$ cat src/rtl/vga_pkg.sv
// Shared VGA definitions: visible-area defaults, pattern modes and colour constants.
package vga_pkg;

  localparam int H_ACTIVE = 640;
  localparam int V_ACTIVE = 480;

  typedef enum logic [1:0] {
    BARS     = 2'd0,
    GRADIENT = 2'd1,
    CHECKER  = 2'd2,
    BOX      = 2'd3
  } mode_t;

  localparam logic [23:0] COL_WHITE   = 24'hFFFFFF;
  localparam logic [23:0] COL_YELLOW  = 24'hFFFF00;
  localparam logic [23:0] COL_CYAN    = 24'h00FFFF;
  localparam logic [23:0] COL_GREEN   = 24'h00FF00;
  localparam logic [23:0] COL_MAGENTA = 24'hFF00FF;
  localparam logic [23:0] COL_RED     = 24'hFF0000;
  localparam logic [23:0] COL_BLUE    = 24'h0000FF;
  localparam logic [23:0] COL_BLACK   = 24'h000000;
  localparam logic [23:0] COL_BOX_BG  = 24'h000040;

  function automatic mode_t next_mode(input mode_t m);
    case (m)
      BARS:     return GRADIENT;
      GRADIENT: return CHECKER;
      CHECKER:  return BOX;
      default:  return BARS;
    endcase
  endfunction

  // Standard colour-bar order, left to right
  function automatic logic [23:0] bar_colour(input logic [2:0] k);
    case (k)
      3'd0:    return COL_WHITE;
      3'd1:    return COL_YELLOW;
      3'd2:    return COL_CYAN;
      3'd3:    return COL_GREEN;
      3'd4:    return COL_MAGENTA;
      3'd5:    return COL_RED;
      3'd6:    return COL_BLUE;
      default: return COL_BLACK;
    endcase
  endfunction

endpackage

$ cat src/rtl/vga_pattern_gen_if.sv
// Pixel-coordinate in / colour out bundle between the timing source and the pattern generator.
interface vga_pattern_gen_if;

  logic       pixel_en;
  logic [9:0] x;
  logic [9:0] y;
  logic       active;
  logic       frame_start;
  logic       mode_next;
  logic [7:0] R;
  logic [7:0] G;
  logic [7:0] B;
  logic       valid;
  logic [1:0] mode;

  modport master (
    output pixel_en, x, y, active, frame_start, mode_next,
    input  R, G, B, valid, mode
  );

  modport slave (
    input  pixel_en, x, y, active, frame_start, mode_next,
    output R, G, B, valid, mode
  );

endinterface

$ cat src/rtl/vga_bounce_axis.sv
// One axis of the bouncing box: steps by STEP per frame, saturating at 0 and LIMIT and reversing there.
module vga_bounce_axis #(
  parameter int LIMIT = 608,
  parameter int STEP  = 2
) (
  input  logic       clock,
  input  logic       reset,
  input  logic       step,
  output logic [9:0] pos
);

  localparam logic [10:0] LIMIT_W = 11'(LIMIT);
  localparam logic [10:0] STEP_W  = 11'(STEP);

  // dir high means moving towards LIMIT
  logic        dir;
  logic [10:0] pos_ext;

  assign pos_ext = {1'b0, pos};

  always_ff @(posedge clock or posedge reset) begin
    if (reset) begin
      pos <= '0;
      dir <= 1'b1;
    end else if (step) begin
      if (dir) begin
        if (pos_ext + STEP_W >= LIMIT_W) begin
          pos <= LIMIT_W[9:0];
          dir <= 1'b0;
        end else begin
          pos <= pos + STEP_W[9:0];
        end
      end else begin
        if (pos_ext <= STEP_W) begin
          pos <= '0;
          dir <= 1'b1;
        end else begin
          pos <= pos - STEP_W[9:0];
        end
      end
    end
  end

endmodule

$ cat src/rtl/vga_pattern_gen.sv
// Bring-up test-pattern source for the VGA output path: four selectable patterns, two-strobe latency.
module vga_pattern_gen #(
  parameter int H_ACTIVE   = vga_pkg::H_ACTIVE,
  parameter int V_ACTIVE   = vga_pkg::V_ACTIVE,
  parameter int BOX_SIZE   = 32,
  parameter int BOX_STEP   = 2,
  parameter int CHECK_LOG2 = 5
) (
  input  logic               clock,
  input  logic               reset,
  vga_pattern_gen_if.slave   bus
);

  import vga_pkg::*;

  mode_t       mode_q;
  logic        pending;
  logic [9:0]  box_x;
  logic [9:0]  box_y;

  logic [2:0]  bar_idx;
  logic        box_hit;
  logic [10:0] x_ext;
  logic [10:0] y_ext;

  logic [9:0]  s1_x;
  logic [9:0]  s1_y;
  logic        s1_active;
  mode_t       s1_mode;
  logic [2:0]  s1_bar;
  logic        s1_check;
  logic        s1_hit;

  logic [23:0] colour;
  logic [7:0]  r_q;
  logic [7:0]  g_q;
  logic [7:0]  b_q;
  logic        valid_q;

  // Presses are latched until the frame boundary so the mode only ever moves one step per frame
  always_ff @(posedge clock or posedge reset) begin
    if (reset) begin
      mode_q  <= BARS;
      pending <= 1'b0;
    end else if (bus.frame_start && (pending || bus.mode_next)) begin
      mode_q  <= next_mode(mode_q);
      pending <= 1'b0;
    end else if (bus.mode_next) begin
      pending <= 1'b1;
    end
  end

  vga_bounce_axis #(.LIMIT(H_ACTIVE - BOX_SIZE), .STEP(BOX_STEP)) u_axis_x (
    .clock (clock),
    .reset (reset),
    .step  (bus.frame_start),
    .pos   (box_x)
  );

  vga_bounce_axis #(.LIMIT(V_ACTIVE - BOX_SIZE), .STEP(BOX_STEP)) u_axis_y (
    .clock (clock),
    .reset (reset),
    .step  (bus.frame_start),
    .pos   (box_y)
  );

  assign x_ext = {1'b0, bus.x};
  assign y_ext = {1'b0, bus.y};

  // Bar boundaries fold to constants at elaboration, so this is a compare chain rather than a divide
  always_comb begin
    bar_idx = '0;
    for (int k = 1; k < 8; k++) begin
      if (int'(bus.x) >= (k * H_ACTIVE) / 8) bar_idx = 3'(k);
    end
  end

  assign box_hit = (x_ext >= {1'b0, box_x}) && (x_ext < {1'b0, box_x} + 11'(BOX_SIZE)) &&
                   (y_ext >= {1'b0, box_y}) && (y_ext < {1'b0, box_y} + 11'(BOX_SIZE));

  always_ff @(posedge clock or posedge reset) begin
    if (reset) begin
      s1_x      <= '0;
      s1_y      <= '0;
      s1_active <= 1'b0;
      s1_mode   <= BARS;
      s1_bar    <= '0;
      s1_check  <= 1'b0;
      s1_hit    <= 1'b0;
    end else if (bus.pixel_en) begin
      s1_x      <= bus.x;
      s1_y      <= bus.y;
      s1_active <= bus.active;
      s1_mode   <= mode_q;
      s1_bar    <= bar_idx;
      s1_check  <= bus.x[CHECK_LOG2] ^ bus.y[CHECK_LOG2];
      s1_hit    <= box_hit;
    end
  end

  always_comb begin
    colour = COL_BLACK;
    case (s1_mode)
      BARS:     colour = bar_colour(s1_bar);
      GRADIENT: colour = {s1_x[9:2], s1_y[8:1], 8'(({1'b0, s1_x} + {1'b0, s1_y}) >> 3)};
      CHECKER:  colour = s1_check ? COL_WHITE : COL_BLACK;
      BOX:      colour = s1_hit ? COL_RED : COL_BOX_BG;
      default:  colour = COL_BLACK;
    endcase
    if (!s1_active) colour = COL_BLACK;
  end

  always_ff @(posedge clock or posedge reset) begin
    if (reset) begin
      r_q     <= '0;
      g_q     <= '0;
      b_q     <= '0;
      valid_q <= 1'b0;
    end else if (bus.pixel_en) begin
      r_q     <= colour[23:16];
      g_q     <= colour[15:8];
      b_q     <= colour[7:0];
      valid_q <= s1_active;
    end
  end

  assign bus.R     = r_q;
  assign bus.G     = g_q;
  assign bus.B     = b_q;
  assign bus.valid = valid_q;
  assign bus.mode  = mode_q;

endmodule

$ cat src/flat_wrapper.sv
// flat-port wrapper written by rule: the top's interface ports become plain ports
module vga_pattern_gen_flat import vga_pkg::*;
#(
  parameter int H_ACTIVE   = vga_pkg::H_ACTIVE,
  parameter int V_ACTIVE   = vga_pkg::V_ACTIVE,
  parameter int BOX_SIZE   = 32,
  parameter int BOX_STEP   = 2,
  parameter int CHECK_LOG2 = 5
)
  (clock, reset, bus_pixel_en, bus_x, bus_y, bus_active, bus_frame_start, bus_mode_next, bus_R, bus_G, bus_B, bus_valid, bus_mode);
  vga_pattern_gen_if bus_i ();
  input  logic clock;
  input  logic reset;
  input wire logic [$bits(bus_i.pixel_en)-1:0] bus_pixel_en;
  input wire logic [$bits(bus_i.x)-1:0] bus_x;
  input wire logic [$bits(bus_i.y)-1:0] bus_y;
  input wire logic [$bits(bus_i.active)-1:0] bus_active;
  input wire logic [$bits(bus_i.frame_start)-1:0] bus_frame_start;
  input wire logic [$bits(bus_i.mode_next)-1:0] bus_mode_next;
  output wire logic [$bits(bus_i.R)-1:0] bus_R;
  output wire logic [$bits(bus_i.G)-1:0] bus_G;
  output wire logic [$bits(bus_i.B)-1:0] bus_B;
  output wire logic [$bits(bus_i.valid)-1:0] bus_valid;
  output wire logic [$bits(bus_i.mode)-1:0] bus_mode;
  assign bus_i.pixel_en = bus_pixel_en;
  assign bus_i.x = bus_x;
  assign bus_i.y = bus_y;
  assign bus_i.active = bus_active;
  assign bus_i.frame_start = bus_frame_start;
  assign bus_i.mode_next = bus_mode_next;
  assign bus_R = bus_i.R;
  assign bus_G = bus_i.G;
  assign bus_B = bus_i.B;
  assign bus_valid = bus_i.valid;
  assign bus_mode = bus_i.mode;
  vga_pattern_gen #(.H_ACTIVE(H_ACTIVE), .V_ACTIVE(V_ACTIVE), .BOX_SIZE(BOX_SIZE), .BOX_STEP(BOX_STEP), .CHECK_LOG2(CHECK_LOG2)) u_core (.clock(clock), .reset(reset), .bus(bus_i));
endmodule
$ cat config.mk
export PLATFORM = sky130hd
export DESIGN_NAME = vga_pattern_gen_flat
export DESIGN_NICKNAME = d
export VERILOG_FILES = /design/src/rtl/vga_pkg.sv /design/src/rtl/vga_pattern_gen_if.sv /design/src/rtl/vga_bounce_axis.sv /design/src/rtl/vga_pattern_gen.sv /design/src/flat_wrapper.sv
export SDC_FILE = /design/constraint.sdc
export NUM_CORES = 1
export LEC_CHECK = 0
export CORE_MARGIN = 2
export CORE_UTILIZATION = 30
export CTS_CLUSTER_SIZE = 30
export DETAILED_ROUTE_END_ITERATION = 7
export PLACE_DENSITY_LB_ADDON = 0.1
export SLEW_MARGIN = 5
export SYNTH_ARGS = -nofsm -noshare
export SYNTH_HDL_FRONTEND = slang
export SYNTH_HIERARCHICAL = 1
export SYNTH_SLANG_ARGS = --single-unit
$ cat constraint.sdc
create_clock -name clock -period 2.6 [get_ports clock]
set_input_delay 0.52 -clock clock [delete_from_list [all_inputs] [get_ports clock]]
set_output_delay 0.52 -clock clock [all_outputs]
set_load 0.05 [all_outputs]
; ---- Word-level counts from Yosys, hierarchy flattened
; Cells that the tools add are included.
[classes]
addsub = 9
multipliers = 0
eq_ne = 11
shift = 0
n_bitwise = 1
mux = 27
n_div = 0
magnitude_cmp = 15
n_reduce_logical = 9
[op_table]
columns = operator, n
row1 = one-hot mux 24 bit (7 select lines), 1
row2 = one-hot mux 24 bit (4 select lines), 1
row3 = 2-to-1 mux 24 bit, 3
row4 = 2-to-1 mux 10 bit, 6
row5 = >= comparator 10 x 9 -> 1 bit (second input constant), 3
row6 = adder 10 x 2 -> 11 bit (second input constant), 2
row7 = adder 10 x 6 -> 11 bit (second input constant), 2
row8 = < comparator 10 x 11 -> 1 bit, 2
row9 = adder 10 x 2 -> 10 bit (second input constant), 2
row10 = >= comparator 10 bit, 2
row11 = >= comparator 10 x 8 -> 1 bit (second input constant), 2
row12 = less-or-equal comparator 10 x 2 -> 1 bit (second input constant), 2
row13 = subtractor 10 x 2 -> 10 bit (second input constant), 2
row14 = 2-to-1 mux 3 bit, 4
row15 = adder 10 x 10 -> 11 bit, 1
row16 = >= comparator 11 x 10 -> 1 bit (second input constant), 1
row17 = >= comparator 11 x 9 -> 1 bit (second input constant), 1
row18 = >= comparator 10 bit (second input constant), 1
row19 = >= comparator 10 x 7 -> 1 bit (second input constant), 1
row20 = == test 3 bit (second input constant), 3
row21 = 2-to-1 mux 1 bit, 9
row22 = == test 2 bit (second input constant), 3
row23 = == test 3 x 2 -> 1 bit (second input constant), 2
row24 = one-hot mux 2 bit (3 select lines), 1
row25 = 9 further kinds, 15
[word_totals]
mem_count = 0
wordCells = 89
latch_bits = 0
rom_bits = 0
ram_bits = 0
ff_bits = 78
output_inout_bits = 27

; ---- Logic depth before layout (Yosys ltp)
; Gate-level depths: netlist of the first run.
[depth]
ltp_word = 8
ltp_mapped = 9

; ---- Hierarchy
; The synthesis of the first run kept the hierarchy.
[modules_own_cells]
columns = mod, cells_each, instances, area_per_inst_um2
row1 = vga_pattern_gen, 367, 1, 3552.2
row2 = vga_bounce_axis at u_core.u_axis_x, 124, 1, 982.2
row3 = vga_bounce_axis at u_core.u_axis_y, 113, 1, 954.7

; ---- Worst setup path after synthesis of the first run
; No wires, ideal clock.
[synth_timing]
path_type = register -> register
startpoint = reg u_core.u_axis_x.pos[6]
endpoint = reg u_core.u_axis_x.pos[9]
path_stages_with_launch = 9
path_buffers = 2
t_arrival_ps = 2187
setup_ps = 121
slack_ps = 292
path_cell_list = dfrtp_1 -> buf_6 -> or4_1 -> buf_2 -> or4_4 -> xor2_1 -> nand2b_2 -> a21o_1 -> a32o_2
[synth_via]
elab_chain_cells = 4
elab_cells_between_ends = 8
cone_classes = 3 x add/sub / 2 x order compare / 3 x mux
[synth_rtl]
columns = item, line_no
row1 = from (decl), vga_bounce_axis.sv:9  ; output logic [9:0] pos
row2 = from (signal assigned), vga_bounce_axis.sv:28  ; pos <= LIMIT_W[9:0];
row3 = from (signal assigned), vga_bounce_axis.sv:31  ; pos <= pos + STEP_W[9:0];
row4 = from (signal assigned), vga_bounce_axis.sv:38  ; pos <= pos - STEP_W[9:0];
row5 = adder 10 x 2 -> 11 bit, vga_bounce_axis.sv:27  ; if (pos_ext + STEP_W >= LIMIT_W) begin
row6 = >= comparator 11 x 10 -> 1 bit, vga_bounce_axis.sv:27
row7 = 2-to-1 mux 10 bit, vga_bounce_axis.sv:27
row8 = 2-to-1 mux 10 bit *, vga_bounce_axis.sv:26  ; if (dir) begin
; Mark *: on every way between the ends. The rest lies on a longest branch, timed or not.
; A chain may end at the register's enable or synchronous reset.

; ---- Final worst setup path of the first run
[layout_timing]
startpoint = reg u_core.u_axis_x.pos[5]
endpoint = reg u_core.s1_hit
[layout_via]
elab_chain_cells = 5
elab_cells_between_ends = 6
cone_classes = 1 x add/sub / 2 x order compare / 3 x reduce/logical
[layout_rtl]
columns = item, line_no
row1 = adder 10 x 6 -> 11 bit, vga_pattern_gen.sv:78  ; assign box_hit = (x_ext >= {1'b0, box_x}) && (x_ext < {1'b0, box_x} + 11'(BOX_SIZE)) &&
row2 = < comparator 10 x 11 -> 1 bit, vga_pattern_gen.sv:78
row3 = logical AND 1 bit * (2 in series), vga_pattern_gen.sv:78
row4 = logical AND 1 bit *, vga_pattern_gen.sv:79  ; (y_ext >= {1'b0, box_y}) && (y_ext < {1'b0, box_y} + 11'(BOX_SIZE));
row5 = to (signal assigned), vga_pattern_gen.sv:97  ; s1_hit <= box_hit;
row6 = to (decl), vga_pattern_gen.sv:32  ; logic s1_hit;
; Marked as above.

==> PnR_summary.wiki, run 1 <==
{| class="wikitable"
! Metric !! Value
|-
| Post-Synthesis Mean Instance Area || 9.09 um^2
|-
| Critical R2R Launch || u_core/u_axis_x/pos[5]$_DFFE_PP0P_
|-
| Total of flip-flops plus latches after synthesis || 76
|-
| Worst endpoint data arrival time || 2.55 ns
|-
| Clock tree from TritonCTS || done
|-
| Worst Tran Pin Value || 0.544 ns
|-
| Worst slew margin || 63.7%
|-
| Total I/O pin count || 53
|-
| X dimension of the die || 139 um
|-
| Worst Reg2Reg Path Length in Cells || 9
|-
| Post-synthesis instance area || 5490 um^2
|-
| Effective utilization at floorplan || 30.6%
|-
| Synthesized Nets || 679
|-
| Final hold violation count || 0
|-
| Unrepaired setup endpoints after global routing || no
|-
| Via count || 4599
|-
| Site row count || 49
|-
| H-Tree Depth || 3
|-
| Maximum resistive drop on vdd || 0.438 mV
|-
| Synth async-reset ratio || 100%
|-
| HPWL after detailed placement || 11.2 mm
|-
| Number of antenna violations at the first check in global routing || 0
|-
| Type of origin of the critical path || flop
|-
| Final-report setup violation count || 0
|-
| Post-synth top flop || dfrtp_1
|-
| Count of TritonRoute iterations in the first routing pass || 4
|-
| Clock transition at the registers of the reported paths || 0.06 ns
|-
| Setup Crit Path Kind || flop to flop
|-
| Clock Tree Buf Depth || 2
|-
| Number of antenna diodes || 0
|-
| Aggregate global routing overflow || 0
|-
| Vias per Instance || 5.10
|-
| Fraction of the cycle the final worst path needs || 89.0%
|-
| Final design area excluding fillers || 6690 um^2
|-
| Post-Syn Instances || 604
|-
| Biggest area consumer among synthesized cells || dfrtp_1
|-
| Final-layout fill cell count || 1829
|-
| Count of flip-flops with a built-in enable after synthesis || 0
|-
| Origin of the worst min-delay path || u_core/pending$_DFFE_PP0P_
|-
| Floorplan Core Area || 18000 um^2
|-
| Root Buffer Master || clkbuf_16
|-
| Number of buffers created by CTS || 9
|-
| Worst Hold Class || flop to flop
|-
| Number of nets in the layout || 743
|-
| Count leader, synth || dfrtp_1
|-
| Clock latency reported for the late side of the worst-skew pair || 0.34 ns
|-
| Most frequent cell on the critical path || ha_1
|-
| Height of the die || 139 um
|-
| IO buf count || 52
|-
| Cell chain of the critical path || ha_1 -> nand3_1 -> xnor2_1 -> ha_1 -> a21oi_1 -> o21ai_0 -> a221oi_2 -> o21ai_1 -> o41ai_2
|-
| Number of cells on the worst hold path || 2
|-
| Critical Path Fanout Max || 5
|-
| Share of synthesized area spent on multiplexers || 5.31%
|-
| Top area cells in the synthesized netlist || dfrtp_1 34%, ha_1 11%, mux2_2 5.1%
|-
| Static power due to leakage || 2.88 nW
|-
| Area fraction in and, or, nand and nor cells after synthesis || 13.5%
|-
| Critical path capture point type || flop
|-
| Post CTS Setup Buffer Count || 0
|-
| Overall Global Routing Usage || 15.6%
|-
| Slack of the worst reg-to-reg path || 0.29 ns
|-
| Standard cell area after detailed placement || 6360 um^2
|-
| Top cell types by occurrence after synthesis || 74 x dfrtp_1, 66 x inv_1, 50 x a21oi_1
|-
| Area Growth Syn to Fin || 21.9%
|-
| Total of hold buffers inserted after clock tree synthesis || 0
|-
| Antenna viol nets, final || 0
|-
| Drt total wl || 14.5 mm
|-
| Fraction of final layout cells sized beyond drive strength 1 || 16.0%
|-
| Final estimated routing congestion in global placement || 0.834
|-
| Destination of the worst hold path || u_core/pending$_DFFE_PP0P_
|-
| Minimum clock period || 2.31 ns
|-
| Slowest cell on crit path || dfrtp_1
|-
| DP Cell Count || 886
|-
| Library cells used by synthesis || 79
|-
| Number of clock sinks || 76
|-
| Capturing point of the worst reg2reg path || u_core/s1_hit$_DFFE_PP0P_
|-
| Skew final || 0.00833 ns
|-
| Req. time, crit path || 2.84 ns
|-
| Post-Layout Cell Count || 902
|-
| Number of maximum-capacitance constraint violations || 0
|-
| Timing-limited maximum frequency || 0.432 GHz
|-
| Adder and majority cell fraction of the synthesized area || 11.2%
|-
| Routed len/inst || 16.1 um
|-
| Proportion of netlist area held by the largest area contributor || 33.7%
|-
| Combinational family with the most area after synthesis || compound AO/OA/AOI/OAI gates
|-
| Maximum number of pins on one net before global-route repair || 39
|-
| First-iteration detailed-routing DRC count || 287
|-
| Warnings from Yosys || 6
|-
| CP peak stage delay || 0.46 ns
|-
| Sequential-to-total area share from yosys stat || 34.7%
|-
| Number of global-route vias before repair || 4685
|-
| Wire length of the first global-routing pass || 24.4 mm
|-
| Number of remaining DRC errors || 0
|-
| Xor and xnor fraction of the mapped netlist area || 3.51%
|-
| Worst hold slack after final layout || 0.495 ns
|-
| Status || complete, no violations
|-
| Fin. max-slew vios || 0
|-
| Quantity of gates resized following cts || 0
|-
| P per Cell Area || 987 nW/um^2
|-
| Total Die Area || 19400 um^2
|-
| Synthesized-area fraction occupied by ao, oa, aoi and oai cells || 23.0%
|}
==> where the power goes <==
group,switching (mW),total [mW],internal (mW)
clock network,0.530,1.38,0.846
logic,2.04,3.41,1.37
registers,0.316,1.81,1.50
total,2.89,6.60,3.72
==> cells by family after synthesis <==
family | after synthesis
fa+ha+maj | 49
buf+inv | 108
simple gates | 136
mux | 26
flops | 76
xor+xnor | 22
other cells | 2
compound gates | 185
==> stage by stage <==
step / TNS, ns / setup WS, ns / util (%) / power [mW]
5_1_grt: 0 / 0.110 / 37.2 / 7.14
3_3_place_gp: 0 / 0.0465 / 35.4 / 5.23
6_report: 0 / 0.286 / 37.2 / 6.60
4_1_cts: 0 / 0.275 / 37.2 / 6.70
3_5_place_dp: -0.00808 / -0.00808 / 35.4 / 5.27
2_1_floorplan: 0 / 0.292 / - / 4.24
==> cells in the final DEF (no fill, tap or decap), drive strengths merged, types with 20 or more instances in the layout <==
cell           Yosys  routed
a21oi             50      50
buf               18      36
clkdlybuf4s50      0      51
dfrtp             74      74
ha                49      49
inv               72      73
mux2              25      25
nand2             37      37
nor2              26      26
o21ai             33      33
o22ai             20      20
==> worst max-delay path, delay by kind of cell (launching register included) <==
family                     cells  cell delay (ns)
and+or+nand+nor                1             0.10
AOI/OAI and AO/OA              5             0.99
xor gates and xnor gates       1             0.14
DFF                            1             0.46
adders and majority gates      2             0.53
==> worst max path at each step <==
| stage | cells past startpoint | to | from | slack (ns) |
|---|---|---|---|---|
| 6_report | 9 | u_core/s1_hit$_DFFE_PP0P_ | u_core/u_axis_x/pos[5]$_DFFE_PP0P_ | 0.29 |
| 5_1_grt | 9 | u_core/s1_hit$_DFFE_PP0P_ | u_core/u_axis_x/pos[5]$_DFFE_PP0P_ | 0.11 |
| 4_1_cts | 9 | u_core/s1_hit$_DFFE_PP0P_ | u_core/u_axis_x/pos[5]$_DFFE_PP0P_ | 0.28 |
| 3_5_place_dp | 8 | u_core/s1_hit$_DFFE_PP0P_ | bus_y[1] | -0.008 |
| 3_3_place_gp | 8 | u_core/s1_hit$_DFFE_PP0P_ | bus_y[1] | 0.05 |
| 2_1_floorplan | 8 | u_core/u_axis_x/pos[9]$_DFFE_PP0P_ | u_core/u_axis_x/pos[6]$_DFFE_PP0P_ | 0.29 |
==> registers in the layout (all words and copies together) (netlist names) <==
register,flops
u_core/u_axis_x/pos,9
u_core/s1_mode,2
u_core/s1_bar,3
u_core/s1_active,1
u_core/bus.R,8
u_core/pending,1
u_core/bus.B,8
u_core/bus.valid,1
u_core/u_axis_x/dir,1
u_core/bus.G,8
u_core/u_axis_y/pos,9
u_core/s1_hit,1
u_core/bus.mode,2
u_core/s1_check,1
u_core/u_axis_y/dir,1
u_core/s1_x,10
u_core/s1_y,10
==> layer usage <==
| metal | up-vias | share of wire [%] | track usage (%) |
|---|---|---|---|
| li1 | 2312 | - | - |
| met1 | 2199 | 46 | 20.2 |
| met2 | 71 | 49 | 26.5 |
| met3 | 17 | 2.3 | 1.96 |
| met4 | 0 | 2.0 | 6.06 |
| met5 | - | 0 | 0 |
==> layout make-up <==
type / instances / area (um^2) / area share [%]
multi-input combinational: 420 / 3110 / 46.4
clock inverter: 7 / 98.8 / 1.48
timing repair buffer: 87 / 791 / 11.8
inverter: 74 / 278 / 4.15
sequential: 76 / 1900 / 28.5
tap: 229 / 287 / 4.28
clock buffer: 9 / 225 / 3.37
(Power assumes the default switching activity.)
==> inputs of run 2 (changes only) <==
CTS_CLUSTER_SIZE = 12   (was 30)
==> results of run 2 <==
The final DEF is identical to that of run 1; final timing and power are the same.
